$ cat src/rtl/main_decode_pipe_pkg.sv
// Shared decode constants for the MIPS main decoder: opcodes, functs, ALU op codes,
// control-bundle bit positions and the decoder function used in the ID stage.
package main_decode_pipe_pkg;

    localparam logic [5:0] OP_RTYPE = 6'h00;
    localparam logic [5:0] OP_J     = 6'h02;
    localparam logic [5:0] OP_JAL   = 6'h03;
    localparam logic [5:0] OP_BEQ   = 6'h04;
    localparam logic [5:0] OP_BNE   = 6'h05;
    localparam logic [5:0] OP_ADDI  = 6'h08;
    localparam logic [5:0] OP_ANDI  = 6'h0C;
    localparam logic [5:0] OP_ORI   = 6'h0D;
    localparam logic [5:0] OP_XORI  = 6'h0E;
    localparam logic [5:0] OP_LUI   = 6'h0F;
    localparam logic [5:0] OP_LW    = 6'h23;
    localparam logic [5:0] OP_SW    = 6'h2B;

    localparam logic [5:0] FN_JR    = 6'h08;
    localparam logic [5:0] FN_MFHI  = 6'h10;
    localparam logic [5:0] FN_MFLO  = 6'h12;
    localparam logic [5:0] FN_MULT  = 6'h18;
    localparam logic [5:0] FN_DIV   = 6'h1A;

    localparam int SIG_JUMP     = 7;
    localparam int SIG_REGWRITE = 6;
    localparam int SIG_REGDST   = 5;
    localparam int SIG_ALUSRC   = 4;
    localparam int SIG_BRANCH   = 3;
    localparam int SIG_MEMWRITE = 2;
    localparam int SIG_MEMTOREG = 1;
    localparam int SIG_MEMEN    = 0;

    localparam int EXT_BNE     = 3;
    localparam int EXT_JAL     = 2;
    localparam int EXT_JR      = 1;
    localparam int EXT_ILLEGAL = 0;

    typedef enum logic [3:0] {
        ALU_NOP   = 4'd0,
        ALU_ADD   = 4'd1,
        ALU_SUB   = 4'd2,
        ALU_AND   = 4'd3,
        ALU_OR    = 4'd4,
        ALU_XOR   = 4'd5,
        ALU_LUI   = 4'd6,
        ALU_RTYPE = 4'd7
    } aluop_e;

    typedef enum logic {
        MD_IDLE = 1'b0,
        MD_BUSY = 1'b1
    } md_state_e;

    typedef struct packed {
        logic [7:0] sigs;
        logic [3:0] ext;
        aluop_e     aluop;
        logic       reads_rt;
        logic       md_class;
        logic       md_issue;
        logic       md_div;
    } dec_t;

    function automatic dec_t decode(input logic [31:0] instr);
        dec_t d;
        d = '0;
        case (instr[31:26])
            OP_ADDI: begin d.sigs = 8'b0101_0000; d.aluop = ALU_ADD; end
            OP_ANDI: begin d.sigs = 8'b0101_0000; d.aluop = ALU_AND; end
            OP_ORI:  begin d.sigs = 8'b0101_0000; d.aluop = ALU_OR;  end
            OP_XORI: begin d.sigs = 8'b0101_0000; d.aluop = ALU_XOR; end
            OP_LUI:  begin d.sigs = 8'b0101_0000; d.aluop = ALU_LUI; end
            OP_RTYPE: begin
                d.reads_rt = 1'b1;
                case (instr[5:0])
                    FN_JR: begin
                        d.sigs         = 8'b1000_0000;
                        d.ext[EXT_JR]  = 1'b1;
                    end
                    FN_MULT, FN_DIV: begin
                        d.md_class = 1'b1;
                        d.md_issue = 1'b1;
                        d.md_div   = (instr[5:0] == FN_DIV);
                    end
                    FN_MFHI, FN_MFLO: begin
                        d.sigs     = 8'b0110_0000;
                        d.aluop    = ALU_RTYPE;
                        d.md_class = 1'b1;
                    end
                    default: begin
                        d.sigs  = 8'b0110_0000;
                        d.aluop = ALU_RTYPE;
                    end
                endcase
            end
            OP_J:   d.sigs = 8'b1000_0000;
            OP_JAL: begin d.sigs = 8'b1100_0000; d.ext[EXT_JAL] = 1'b1; end
            OP_BEQ: begin d.sigs = 8'b0000_1000; d.aluop = ALU_SUB; d.reads_rt = 1'b1; end
            OP_BNE: begin
                d.sigs         = 8'b0000_1000;
                d.aluop        = ALU_SUB;
                d.reads_rt     = 1'b1;
                d.ext[EXT_BNE] = 1'b1;
            end
            OP_LW:  begin d.sigs = 8'b0101_0011; d.aluop = ALU_ADD; end
            OP_SW:  begin d.sigs = 8'b0001_0101; d.aluop = ALU_ADD; d.reads_rt = 1'b1; end
            default: d.ext[EXT_ILLEGAL] = 1'b1;
        endcase
        return d;
    endfunction

endpackage

$ cat src/rtl/main_decode_pipe_if.sv
// ID-stage handshake and ID/EX register bundle between the pipeline control and the decoder.
interface main_decode_pipe_if #(
    parameter int ALUOP_W = 4
);
    logic               id_valid;
    logic [31:0]        id_instr;
    logic               ex_stall;
    logic               flush;
    logic               id_stall;
    logic               ex_valid;
    logic [7:0]         ex_sigs;
    logic [3:0]         ex_ext;
    logic [ALUOP_W-1:0] ex_aluop;
    logic [4:0]         ex_rs;
    logic [4:0]         ex_rt;
    logic [4:0]         ex_rd;
    logic               md_start;
    logic               md_busy;

    modport master (
        output id_valid, id_instr, ex_stall, flush,
        input  id_stall, ex_valid, ex_sigs, ex_ext, ex_aluop, ex_rs, ex_rt, ex_rd,
               md_start, md_busy
    );

    modport slave (
        input  id_valid, id_instr, ex_stall, flush,
        output id_stall, ex_valid, ex_sigs, ex_ext, ex_aluop, ex_rs, ex_rt, ex_rd,
               md_start, md_busy
    );
endinterface

$ cat src/rtl/main_decode_pipe_md_busy_tracker.sv
// Tracks occupancy of the multi-cycle mult/div unit: IDLE/BUSY FSM with a down-counter.
module md_busy_tracker
    import main_decode_pipe_pkg::*;
#(
    parameter int MULT_LATENCY = 4,
    parameter int DIV_LATENCY  = 32,
    parameter int CNT_W        = 6
) (
    input  logic clk,
    input  logic resetn,
    input  logic md_start_i,
    input  logic md_div_i,
    output logic md_busy_o
);
    localparam logic [CNT_W-1:0] MULT_CNT = CNT_W'(MULT_LATENCY - 1);
    localparam logic [CNT_W-1:0] DIV_CNT  = CNT_W'(DIV_LATENCY - 1);

    md_state_e        state_q, state_d;
    logic [CNT_W-1:0] cnt_q, cnt_d;

    always_ff @(posedge clk or negedge resetn) begin
        if (!resetn) begin
            state_q <= MD_IDLE;
            cnt_q   <= '0;
        end else begin
            state_q <= state_d;
            cnt_q   <= cnt_d;
        end
    end

    // Counter holds the remaining busy cycles after the current one; zero means last cycle.
    always_comb begin
        state_d = state_q;
        cnt_d   = cnt_q;
        case (state_q)
            MD_IDLE: begin
                if (md_start_i) begin
                    state_d = MD_BUSY;
                    cnt_d   = md_div_i ? DIV_CNT : MULT_CNT;
                end
            end
            MD_BUSY: begin
                if (cnt_q == '0) begin
                    state_d = MD_IDLE;
                end else begin
                    cnt_d = cnt_q - 1'b1;
                end
            end
            default: state_d = MD_IDLE;
        endcase
    end

    always_comb begin
        md_busy_o = (state_q == MD_BUSY);
    end
endmodule

$ cat src/rtl/main_decode_pipe.sv
// MIPS ID-stage main decoder: decodes the instruction, detects load-use and mult/div
// hazards, produces the ID stall and drives the ID/EX pipeline register.
module main_decode_pipe
    import main_decode_pipe_pkg::*;
#(
    parameter int MULT_LATENCY = 4,
    parameter int DIV_LATENCY  = 32,
    parameter int CNT_W        = 6,
    parameter int ALUOP_W      = 4
) (
    input logic               clk,
    input logic               resetn,
    main_decode_pipe_if.slave pipe
);
    dec_t               dec;
    logic [4:0]         id_rs, id_rt, id_rd;
    logic               hz, mdz, accept, id_stall, md_start, md_busy;
    logic               ex_valid_q, ex_valid_d;
    logic [7:0]         sigs_q, sigs_d;
    logic [3:0]         ext_q, ext_d;
    logic [ALUOP_W-1:0] aluop_q, aluop_d;
    logic [4:0]         rs_q, rs_d, rt_q, rt_d, rd_q, rd_d;

    always_comb begin
        dec   = decode(pipe.id_instr);
        id_rs = pipe.id_instr[25:21];
        id_rt = pipe.id_instr[20:16];
        id_rd = dec.ext[EXT_JAL] ? 5'd31 : pipe.id_instr[15:11];
    end

    always_comb begin
        hz  = ex_valid_q & sigs_q[SIG_MEMTOREG] & (rt_q != '0)
            & ((rt_q == id_rs) | (dec.reads_rt & (rt_q == id_rt)));
        mdz = md_busy & dec.md_class;
    end

    // Flush beats the execute-stage stall, which beats hazard bubbles.
    always_comb begin
        ex_valid_d = ex_valid_q;
        sigs_d     = sigs_q;
        ext_d      = ext_q;
        aluop_d    = aluop_q;
        rs_d       = rs_q;
        rt_d       = rt_q;
        rd_d       = rd_q;
        id_stall   = 1'b0;
        accept     = 1'b0;
        if (pipe.flush || (!pipe.ex_stall && pipe.id_valid && (hz || mdz))) begin
            ex_valid_d = 1'b0;
            sigs_d     = '0;
            ext_d      = '0;
            aluop_d    = '0;
            rs_d       = '0;
            rt_d       = '0;
            rd_d       = '0;
            id_stall   = !pipe.flush;
        end else if (pipe.ex_stall) begin
            id_stall = 1'b1;
        end else begin
            ex_valid_d = pipe.id_valid;
            sigs_d     = dec.sigs;
            ext_d      = dec.ext;
            aluop_d    = ALUOP_W'(dec.aluop);
            rs_d       = id_rs;
            rt_d       = id_rt;
            rd_d       = id_rd;
            accept     = pipe.id_valid;
        end
    end

    always_ff @(posedge clk or negedge resetn) begin
        if (!resetn) begin
            ex_valid_q <= 1'b0;
            sigs_q     <= '0;
            ext_q      <= '0;
            aluop_q    <= '0;
            rs_q       <= '0;
            rt_q       <= '0;
            rd_q       <= '0;
        end else begin
            ex_valid_q <= ex_valid_d;
            sigs_q     <= sigs_d;
            ext_q      <= ext_d;
            aluop_q    <= aluop_d;
            rs_q       <= rs_d;
            rt_q       <= rt_d;
            rd_q       <= rd_d;
        end
    end

    // md_start is combinational, so it is held low while reset is asserted.
    always_comb begin
        md_start = resetn & accept & dec.md_issue;
    end

    md_busy_tracker #(
        .MULT_LATENCY (MULT_LATENCY),
        .DIV_LATENCY  (DIV_LATENCY),
        .CNT_W        (CNT_W)
    ) u_md_busy_tracker (
        .clk        (clk),
        .resetn     (resetn),
        .md_start_i (md_start),
        .md_div_i   (dec.md_div),
        .md_busy_o  (md_busy)
    );

    always_comb begin
        pipe.id_stall = id_stall;
        pipe.ex_valid = ex_valid_q;
        pipe.ex_sigs  = sigs_q;
        pipe.ex_ext   = ext_q;
        pipe.ex_aluop = aluop_q;
        pipe.ex_rs    = rs_q;
        pipe.ex_rt    = rt_q;
        pipe.ex_rd    = rd_q;
        pipe.md_start = md_start;
        pipe.md_busy  = md_busy;
    end
endmodule

$ cat src/flat_wrapper.sv
// flat-port wrapper written by rule: the top's interface ports become plain ports
module main_decode_pipe_flat import main_decode_pipe_pkg::*;
#(
    parameter int MULT_LATENCY = 4,
    parameter int DIV_LATENCY  = 32,
    parameter int CNT_W        = 6,
    parameter int ALUOP_W      = 4
)
  (clk, resetn, pipe_id_valid, pipe_id_instr, pipe_ex_stall, pipe_flush, pipe_id_stall, pipe_ex_valid, pipe_ex_sigs, pipe_ex_ext, pipe_ex_aluop, pipe_ex_rs, pipe_ex_rt, pipe_ex_rd, pipe_md_start, pipe_md_busy);
  main_decode_pipe_if #(.ALUOP_W(ALUOP_W)) pipe_i ();
  input logic clk;
  input logic resetn;
  input wire logic [$bits(pipe_i.id_valid)-1:0] pipe_id_valid;
  input wire logic [$bits(pipe_i.id_instr)-1:0] pipe_id_instr;
  input wire logic [$bits(pipe_i.ex_stall)-1:0] pipe_ex_stall;
  input wire logic [$bits(pipe_i.flush)-1:0] pipe_flush;
  output wire logic [$bits(pipe_i.id_stall)-1:0] pipe_id_stall;
  output wire logic [$bits(pipe_i.ex_valid)-1:0] pipe_ex_valid;
  output wire logic [$bits(pipe_i.ex_sigs)-1:0] pipe_ex_sigs;
  output wire logic [$bits(pipe_i.ex_ext)-1:0] pipe_ex_ext;
  output wire logic [$bits(pipe_i.ex_aluop)-1:0] pipe_ex_aluop;
  output wire logic [$bits(pipe_i.ex_rs)-1:0] pipe_ex_rs;
  output wire logic [$bits(pipe_i.ex_rt)-1:0] pipe_ex_rt;
  output wire logic [$bits(pipe_i.ex_rd)-1:0] pipe_ex_rd;
  output wire logic [$bits(pipe_i.md_start)-1:0] pipe_md_start;
  output wire logic [$bits(pipe_i.md_busy)-1:0] pipe_md_busy;
  assign pipe_i.id_valid = pipe_id_valid;
  assign pipe_i.id_instr = pipe_id_instr;
  assign pipe_i.ex_stall = pipe_ex_stall;
  assign pipe_i.flush = pipe_flush;
  assign pipe_id_stall = pipe_i.id_stall;
  assign pipe_ex_valid = pipe_i.ex_valid;
  assign pipe_ex_sigs = pipe_i.ex_sigs;
  assign pipe_ex_ext = pipe_i.ex_ext;
  assign pipe_ex_aluop = pipe_i.ex_aluop;
  assign pipe_ex_rs = pipe_i.ex_rs;
  assign pipe_ex_rt = pipe_i.ex_rt;
  assign pipe_ex_rd = pipe_i.ex_rd;
  assign pipe_md_start = pipe_i.md_start;
  assign pipe_md_busy = pipe_i.md_busy;
  main_decode_pipe #(.MULT_LATENCY(MULT_LATENCY), .DIV_LATENCY(DIV_LATENCY), .CNT_W(CNT_W), .ALUOP_W(ALUOP_W)) u_core (.clk(clk), .resetn(resetn), .pipe(pipe_i));
endmodule
$ cat config.mk
export PLATFORM = sky130hd
export DESIGN_NAME = main_decode_pipe_flat
export DESIGN_NICKNAME = d
export VERILOG_FILES = /design/src/rtl/main_decode_pipe_pkg.sv /design/src/rtl/main_decode_pipe_if.sv /design/src/rtl/main_decode_pipe_md_busy_tracker.sv /design/src/rtl/main_decode_pipe.sv /design/src/flat_wrapper.sv
export SDC_FILE = /design/constraint.sdc
export NUM_CORES = 1
export LEC_CHECK = 0
export BUFFER_PORTS_ARGS = -buffer_cell sky130_fd_sc_hd__buf_2
export CORE_MARGIN = 1
export CORE_UTILIZATION = 50
export DETAILED_ROUTE_END_ITERATION = 10
export PLACE_DENSITY_LB_ADDON = 0.08
export SLEW_MARGIN = 20
export SYNTH_ARGS = -nofsm -noshare
export SYNTH_HDL_FRONTEND = slang
export SYNTH_SLANG_ARGS = --single-unit
$ cat constraint.sdc
create_clock -name clk -period 2.5 [get_ports clk]
set_input_delay 0.125 -clock clk [delete_from_list [all_inputs] [get_ports clk]]
set_output_delay 0.125 -clock clk [all_outputs]
set_load 0.01 [all_outputs]
==> flow_summary.yaml, run 1 <==
placement:
  routabilityCongestion: 0.867
  placed_cells: 333
  hpwl_mm: 3.64
  post-place-ws_ps: 176
  portBuffers: 65
  postPlaceCellArea_um2: 2560
worst_hold_path:
  hp-class: "in -> reg"
  hold_depth: 3
synth:
  synthMuxAreaShare_pct: 7.44
  netlist_instances: 223
  synth-edff-count: 0
  synth-simple-area-share_pct: 21.8
  async_reset_ff_share_pct: 100
  netlist_area_um2: 2170
  avgSynthCellArea_um2: 9.72
  ys_seq_area_share_pct: 43.9
  synth_top_family_by_area: "simple AND/OR/NAND/NOR gates"
  ys_types: 50
  synth_ff_type: "dfrtp_1"
  ys_ff_latch: 38
  synth_xor_xnor_area_share_pct: 4.44
  synthAdderAreaFrac_pct: 0.577
  yosys_warnings: 0
  syn-num-nets: 261
  synth_compound_gate_area_share_pct: 16.3
clock_network:
  htreeDepth: 2
  cts_sinks: 38
  cts-buffers-inserted: 5
  clkTransAtPathRegs_ps: 80
  clock_latency_ps: 280
  clk_path_buf_depth: 2
  tritoncts: "built"
  root_buffer: "clkbuf_8"
worst_setup_path:
  slowest_delay_ps: 540
  cp_max_fo: 19
  cp.required_ps: 2680
  crit_buf_inv: 3
  cp-start-kind: "flop"
  cp_slowest_cell: "or4_4"
  cp_top_family: "compound AO/OA/AOI/OAI gates"
  worst-path-stages: 8
  r2r_cells: 8
  crit_chain: "or4_4 > o211ai_2 > buf_4 > buf_4 > a2111oi_4 > o311a_1 > buf_12 > a2111oi_4"
  end_kind: "flop"
  arrival_ps: 2620
  critPathKind: "reg -> reg"
timing:
  clock.fmax_ghz: 0.409
  finalSetupViolations: 0
  finalCriticalPeriod_ps: 2450
  fin_setup_tns_ps: 0
  setup_slack_ps: 54.2
  drv_slew: 0
  fin_skew_ps: 9.37
  tightest_slew_ps: 582
  rsz0062_at_grt: "true"
  period_share_pct: 97.8
  hold_viol: 0
  max_slew_margin_pct: 61.2
floorplanning:
  die-area_um2: 4600
  core_area_um2: 4090
  chipWidth_um: 67.9
  io_pins: 72
  start_util_pct: 53.1
  std_cell_rows: 23
  die-height_um: 67.9
finish:
  area_growth_pct: 25.9
  insertedDiodeCount: 0
  layout.nets: 333
  drive_above_1_share_pct: 33.4
  design_area_um2: 2730
  final_cells: 346
  final_util_pct: 66.8
pwr:
  p_leak_nw: 1.33
  cellPowerDensity_nw_per_um2: 470
  ir_worst_vdd_v: 0.000305
detailed_routing:
  ant_nets: 0
  wl_per_cell_um: 15.1
  drt_wl_total_mm: 5.22
  dr.pass1.iters: 4
  drt_iter0_markers: 76
  vias: 1967
  drc_errors: 0
  vias_per_cell: 5.68
global_routing:
  grt_pass1_vias: 1782
  grt_usage_pct: 23.4
  overflow: 0
  met2_usage_pct: 36.5
  grtUsageMet1_pct: 32.0
  use_met3_pct: 4.33
  grt_max_degree: 39
  grt_antenna_before_repair: 0
  busiest_layer: "met2"
  grt_pass1_wl_mm: 8.13
flow_run:
  maxCapViolCount: 0
status:
  status: "complete, no violations"
## layout by cell type (no fill, tap or decap), types with 2 or more instances in the layout
| cell | instances |
|---|---|
| buf_2 | 65 |
| dfrtp_1 | 36 |
| nor3_1 | 31 |
| mux2i_1 | 15 |
| buf_4 | 13 |
| nor2_1 | 10 |
| inv_1 | 9 |
| xnor2_1 | 9 |
| a21oi_1 | 8 |
| o21ai_0 | 8 |
| nand3_1 | 7 |
| nand2_1 | 7 |
| clkbuf_8 | 6 |
| nand4_1 | 5 |
| o22ai_1 | 5 |
| a31oi_1 | 4 |
| nor2b_1 | 3 |
| nand2b_1 | 3 |
| and2_1 | 3 |
| nor4b_1 | 3 |
| o311ai_0 | 3 |
| a32o_1 | 3 |
| or4_4 | 2 |
| a2111oi_4 | 2 |
| nor4_2 | 2 |
| xor2_1 | 2 |
| nor4_1 | 2 |
| a211oi_1 | 2 |
| a22oi_1 | 2 |
| or3_1 | 2 |
| dfrtp_2 | 2 |
## power by group
| group | total [W] | switching (W) | internal, W | leakage (nW) |
|---|---|---|---|---|
| sequential | 0.000650 | 0.0000157 | 0.000634 | 0.513 |
| clock | 0.000433 | 0.000211 | 0.000223 | 0.0482 |
| combinational | 0.000199 | 0.000114 | 0.0000852 | 0.771 |
## worst paths after layout
check | slack (ps) | to | from
max | 50 | u_core.pipe.ex_ext[0] | u_core.pipe.ex_rt[0]
min | 130 | u_core.pipe.ex_rd[4] | pipe_id_instr[15]
max reg2reg | 50 | u_core.pipe.ex_ext[0] | u_core.pipe.ex_rt[0]
min reg2reg | 490 | u_core.pipe.ex_aluop[0] | u_core.pipe.ex_aluop[0]
max in group asynchronous | 1680 | u_core.pipe.ex_rt[0] | resetn
min in group asynchronous | 450 | u_core.pipe.ex_aluop[0] | resetn
## worst reg2reg max path: stages (launching register included)
cell and delay, ps:
dfrtp_2 440, or4_4 540, o211ai_2 180, buf_4 130, buf_4 100, a2111oi_4 50, o311a_1 410, buf_12 170
a2111oi_4 310
## per-stage QoR
step | hold WS (ps) | power [W]
2_1_floorplan | -171 | 0.000766
3_3_place_gp | 233 | 0.000851
3_5_place_dp | 236 | 0.000853
4_1_cts | 124 | 0.00129
5_1_grt | 135 | 0.00134
6_report | 133 | 0.00128
## metal layers
metal / up-vias / wire, um
met4: 0 / 55
li1: 979 / -
met2: 60 / 2390
met1: 922 / 2520
met3: 6 / 248
met5: - / 0
## cell type report
cell class	count	area, um2
fill	347	1360
multi-input combinational	161	1140
sequential	38	953
timing repair buffer	80	453
clock buffer	7	86.3
tap	50	62.6
inverter	9	33.8
clock inverter	1	5.00
## cell usage after synthesis (all sizes together), types with 6 or more instances
master / count / share of area (%)
nand3: 7 / 1.6
clkbuf: 9 / 1.6
xnor2: 9 / 3.6
buf: 6 / 2.3
dfrtp: 38 / 44
nor3: 31 / 7.2
o21ai: 8 / 1.8
mux2i: 15 / 6.9
nand2: 7 / 1.2
nor2: 10 / 1.7
inv: 9 / 1.6
a21oi: 8 / 1.8
## sequential cells by signal, indices dropped and copies added, names as in the netlist
| register | flops |
|---|---|
| u_core.pipe.ex_rd | 5 |
| u_core.pipe.ex_valid | 1 |
| u_core.u_md_busy_tracker.cnt_q | 6 |
| u_core.pipe.ex_ext | 4 |
| u_core.pipe.ex_rs | 5 |
| u_core.pipe.ex_rt | 5 |
| u_core.u_md_busy_tracker.md_busy_o | 1 |
| u_core.pipe.ex_sigs | 8 |
| u_core.pipe.ex_aluop | 3 |
## logic make-up (layout without fill, tap and decap cells)
group	count (synthesis)	after routing
AO/OA/AOI/OAI	47	47
adder cells (fa/ha/maj)	1	1
XOR/XNOR	11	11
other	1	1
flip-flops	38	38
multiplexers	16	16
buffers and inverters	24	97
AND/OR/NAND/NOR	85	85
## timing repair
action | 4_1_cts | 5_1_grt
gates cloned | 0 | 0
pin swaps | 1 | 3
endpoints found under the setup margin | 1 | 2
resized for setup | 0 | 7
hold buffers | 1 | 0
endpoints found under the hold margin | 38 | 0
buffers inserted | 1 | 3
No activity file was read; power rests on OpenSTA's default activity.
==> run 2, diff against run 1 <==
GPL_ROUTABILITY_DRIVEN = 1   (was not set)
MAX_ROUTING_LAYER = met4   (was not set)
==> run 2 against run 1 <==
Net effect:
- sequential share of layout area unchanged
- wire length down 0.44%
- register-to-register slack about the same
- utilization unchanged
- critical endpoint unchanged
- worst setup slack worse by 4.0 ps
- cell count unchanged
- hold slack better by 1.1 ps
- via count up 0.86%
- global-route usage up 0.76 points
- die area unchanged
- design area unchanged
==> flow_summary.yaml, run 2 (synthesis gave the netlist of run 1 again) <==
status:
  status: "complete, no violations"
worst_setup_path:
  cp.required_ps: 2680
  cp-start-kind: "flop"
  reg2reg_from: "u_core.pipe.ex_rt[0]"
  end_kind: "flop"
  cp_max_fo: 19
  r2r_end: "u_core.pipe.ex_ext[0]"
  reg2reg_slack_ps: 50
  arrival_ps: 2630
  critPathKind: "reg -> reg"
  r2r_cells: 8
global_routing:
  grt_pass1_wl_mm: 8.14
  overflow: 0
  grt_pass1_vias: 1782
  grt_antenna_before_repair: 0
  grt_usage_pct: 24.2
  grt_max_degree: 39
flow_run:
  maxCapViolCount: 0
timing:
  finalSetupViolations: 0
  fin_skew_ps: 9.92
  rsz0062_at_grt: "true"
  hold-worst-slack_ps: 134
  hold_viol: 0
  fin_setup_tns_ps: 0
  max_slew_margin_pct: 61.3
  clock.fmax_ghz: 0.408
  drv_slew: 0
  tightest_slew_ps: 580
  period_share_pct: 98.0
  finalCriticalPeriod_ps: 2450
clock_network:
  clk_path_buf_depth: 2
  cts-buffers-inserted: 5
  tritoncts: "built"
  cts_sinks: 38
  clock_latency_ps: 290
  root_buffer: "clkbuf_8"
  clkTransAtPathRegs_ps: 80
  htreeDepth: 2
finish:
  area_growth_pct: 25.9
  insertedDiodeCount: 0
  final_common_cell: "buf_2"
  final_cell_mix: "buf_2, dfrtp_1, nor3_1"
  drive_above_1_share_pct: 33.4
  layout.nets: 333
  largest_reg_flops: 8
  final_util_pct: 66.8
  final_cells: 346
pwr:
  ir_worst_vdd_v: 0.000307
  cellPowerDensity_nw_per_um2: 471
  p_leak_nw: 1.33
detailed_routing:
  drt_wl_total_mm: 5.19
  dr.pass1.iters: 4
  drt_iter0_markers: 93
  vias_per_cell: 5.73
  drc_errors: 0
  vias: 1984
  ant_nets: 0
  wl_per_cell_um: 15.0
placement:
  portBuffers: 65
  routabilityCongestion: 0.881
  hpwl_mm: 3.64
  placed_cells: 333
floorplanning:
  core_area_um2: 4090
  io_pins: 72
  chipWidth_um: 67.9
  die-height_um: 67.9
  start_util_pct: 53.1
  die-area_um2: 4600
  std_cell_rows: 23
worst_hold_path:
  hold_depth: 3
  hold_start: "pipe_id_instr[15]"
  min_to: "u_core.pipe.ex_rd[4]"
  hp-class: "in -> reg"
[run 2: cell counts in the layout (fill, tap and decap cells not counted)]
Identical to the previous run, type by type.
[run 2: stage by stage]
stage / total power (W) / area (um2) / setup WS (ps)
2_1_floorplan: 0.000766 / 2170 / 288
3_3_place_gp: 0.000851 / 2560 / 214
3_5_place_dp: 0.000853 / 2560 / 176
4_1_cts: 0.00129 / 2670 / 33.1
5_1_grt: 0.00134 / 2730 / -45.0
6_report: 0.00128 / 2730 / 50.2
[run 2: worst max path at each step]
stage,to,depth (start not counted),start,slack [ps]
floorplan,u_core.pipe.ex_ext[0],6,u_core.pipe.ex_rt[0],290
global placement,u_core.u_md_busy_tracker.cnt_q[4],6,u_core.pipe.ex_rt[0],210
detailed placement,u_core.u_md_busy_tracker.cnt_q[4],6,u_core.pipe.ex_rt[0],180
CTS,pipe_id_stall,8,u_core.pipe.ex_rt[0],30
global route,pipe_id_stall,7,u_core.pipe.ex_rt[0],-40
finish,u_core.pipe.ex_ext[0],8,u_core.pipe.ex_rt[0],50
[run 2: layer usage]
metal | GRT usage [%] | up-vias | share of wire, %
met5 | - | - | 0
met4 | 9.38 | 0 | 1.3
met3 | 4.00 | 10 | 4.3
met2 | 36.3 | 61 | 46
met1 | 32.7 | 936 | 48
li1 | - | 977 | -
[run 2: where the power goes]
part	internal [W]	switching, W	leakage, nW
Sequential	0.000634	0.0000158	0.513
Clock	0.000223	0.000213	0.0482
Combinational	0.0000852	0.000113	0.771
[run 2: worst max-delay path, stage by stage (launching register included)]
cell,delay (ps)
dfrtp_2,440
or4_4,540
o211ai_2,180
buf_4,130
buf_4,100
a2111oi_4,50
o311a_1,400
buf_12,170
a2111oi_4,300
[run 2: timing repair]
item | 4_1_cts | 5_1_grt
hold buffers | 1 | 0
setup buffers | 1 | 3
setup endpoints to repair | 1 | 2
gates resized for setup | 0 | 7
hold endpoints to repair | 38 | 0
pin swaps | 1 | 4
[run 2: final cells by class]
type	instances	area, um2
well taps	50	62.6
clock inverters	1	5.00
repair buffers	80	453
multi-input cells	161	1140
inverters	9	33.8
flip-flops and latches	38	953
fillers	347	1360
clock buffers	7	86.3
==> run 3, diff against run 2 <==
CELL_PAD_IN_SITES_DETAIL_PLACEMENT = 0   (was not set)
CELL_PAD_IN_SITES_GLOBAL_PLACEMENT = 1   (was not set)
CORE_UTILIZATION = 40   (was 50)
clock period = 3.2 ns   (was 2.5 ns; I/O delays follow)
==> run 3 against run 2 <==
Net effect:
- total power is 17% lower
- design area is 3.3% lower
- combinational power is 25% lower
- cell count is 2.6% higher
- critical path depth is 2 lower
- clock skew is 2.0 ps lower
- flip-flop and latch count stayed put
- clock-buffer cell count is 1 lower
- die area is 24% higher
- largest cell class unchanged
==> flow_summary.yaml, run 3 (synthesis gave the netlist of run 1 again) <==
placement:
  routabilityCongestion: 0.763
  hpwl_mm: 3.74
  portBuffers: 65
  placed_cells: 346
worst_setup_path:
  cp_max_fo: 5
  cp-start-kind: "flop"
  r2r_end: "u_core.pipe.ex_ext[0]"
  reg2reg_slack_ps: 810
  r2r_cells: 6
  reg2reg_from: "u_core.pipe.ex_rt[0]"
  cp-endpoint: "pipe_id_stall"
  critPathKind: "reg -> out"
  cp.required_ps: 3040
  worstSetupStartpoint: "u_core.pipe.ex_rt[0]"
  end_kind: "output port"
  arrival_ps: 2470
global_routing:
  grt_pass1_wl_mm: 8.94
  grt_usage_pct: 21.6
  grt_antenna_before_repair: 0
  grt_max_degree: 39
  overflow: 0
  grt_pass1_vias: 1785
finish:
  drive_above_1_share_pct: 29.1
  final_cells: 355
  area_growth_pct: 21.8
  layout.nets: 322
  multi_input_area_um2: 1100
  largest_reg_flops: 8
  insertedDiodeCount: 0
  final_common_cell: "buf_2"
  seq_area_um2: 951
  final_cell_mix: "buf_2, dfrtp_1, nor3_1"
  nFillCells: 526
detailed_routing:
  wl_per_cell_um: 15.6
  drt_wl_total_mm: 5.53
  ant_nets: 0
  dr.pass1.iters: 4
  drt_iter0_markers: 84
  drc_errors: 0
  vias: 1919
  vias_per_cell: 5.41
timing:
  drv_slew: 0
  finalSetupViolations: 0
  tightest_slew_ps: 952
  fin_skew_ps: 7.94
  finalCriticalPeriod_ps: 2630
  hold_viol: 0
  rsz0062_at_grt: "false"
  clock.fmax_ghz: 0.380
  max_slew_margin_pct: 34.9
  fin_setup_tns_ps: 0
  period_share_pct: 82.2
clock_network:
  clkTransAtPathRegs_ps: 80
  cts_sinks: 38
  htreeDepth: 2
  clk_path_buf_depth: 2
  cts_resized: 0
  root_buffer: "clkbuf_8"
  tritoncts: "built"
  clock_latency_ps: 290
  cts-buffers-inserted: 5
flow_run:
  maxCapViolCount: 0
pwr:
  cellPowerDensity_nw_per_um2: 405
  ir_worst_vdd_v: 0.000268
  p_leak_nw: 1.28
floorplanning:
  core_area_um2: 5170
  die-height_um: 75.6
  std_cell_rows: 26
  die-area_um2: 5720
  io_pins: 72
  start_util_pct: 41.9
  chipWidth_um: 75.6
worst_hold_path:
  hp-class: "in -> reg"
status:
  status: "complete, no violations"
-- run 3: final cells by class --
type / count / area share (%)
Tap cell: 70 / 3.32
Clock inverter: 2 / 1.42
Inverter: 9 / 1.28
Clock buffer: 6 / 2.75
Sequential cell: 38 / 36.0
Multi-Input combinational cell: 161 / 41.7
Timing Repair Buffer: 69 / 13.6
-- run 3: worst max-delay path: stages, from the launching register on --
cell and delay [ps]:
dfrtp_1 440, or4_1 570, o211ai_2 230, nor4_1 150, o31ai_1 480, a21oi_1 140
buf_2 170
-- run 3: report_power, final --
| part | switching, W | total, W | internal (W) |
|---|---|---|---|
| clock | 0.000180 | 0.000413 | 0.000233 |
| sequential | 0.0000120 | 0.000507 | 0.000495 |
| combinational | 0.0000883 | 0.000149 | 0.0000608 |
-- run 3: what timing repair did --
item	CTS	global route
setup buffers	0	0
hold endpoints to repair	38	0
hold buffers	1	0
-- run 3: through the flow --
step	hold WS, ps	setup slack, ps	cell area, um2	util, %	power (W)
finish	152	570	2640	51.0	0.00107
global route	170	378	2640	51.0	0.00112
CTS	140	517	2640	51.0	0.00108
detailed placement	283	819	2520	48.7	0.000665
global placement	279	841	2520	48.7	0.000665
floorplan	-136	988	2170	-	0.000598
-- run 3: worst min path at each step --
stage,startpoint,cells after the start,endpoint
2_1_floorplan,resetn,0,u_core.pipe.ex_aluop[0]
3_3_place_gp,resetn,2,u_core.u_md_busy_tracker.cnt_q[4]
3_5_place_dp,resetn,2,u_core.u_md_busy_tracker.cnt_q[3]
4_1_cts,pipe_id_instr[12],3,u_core.pipe.ex_rd[1]
5_1_grt,pipe_id_instr[14],3,u_core.pipe.ex_rd[3]
6_report,pipe_id_instr[12],3,u_core.pipe.ex_rd[1]
-- run 3: layer usage --
layer / up-vias / part of all wire [%] / track usage [%]
met2: 50 / 43 / 31.6
met1: 908 / 52 / 31.0
li1: 957 / - / -
met5: - / 0 / -
met3: 4 / 4.5 / 3.97
met4: 0 / 0.56 / 5.14
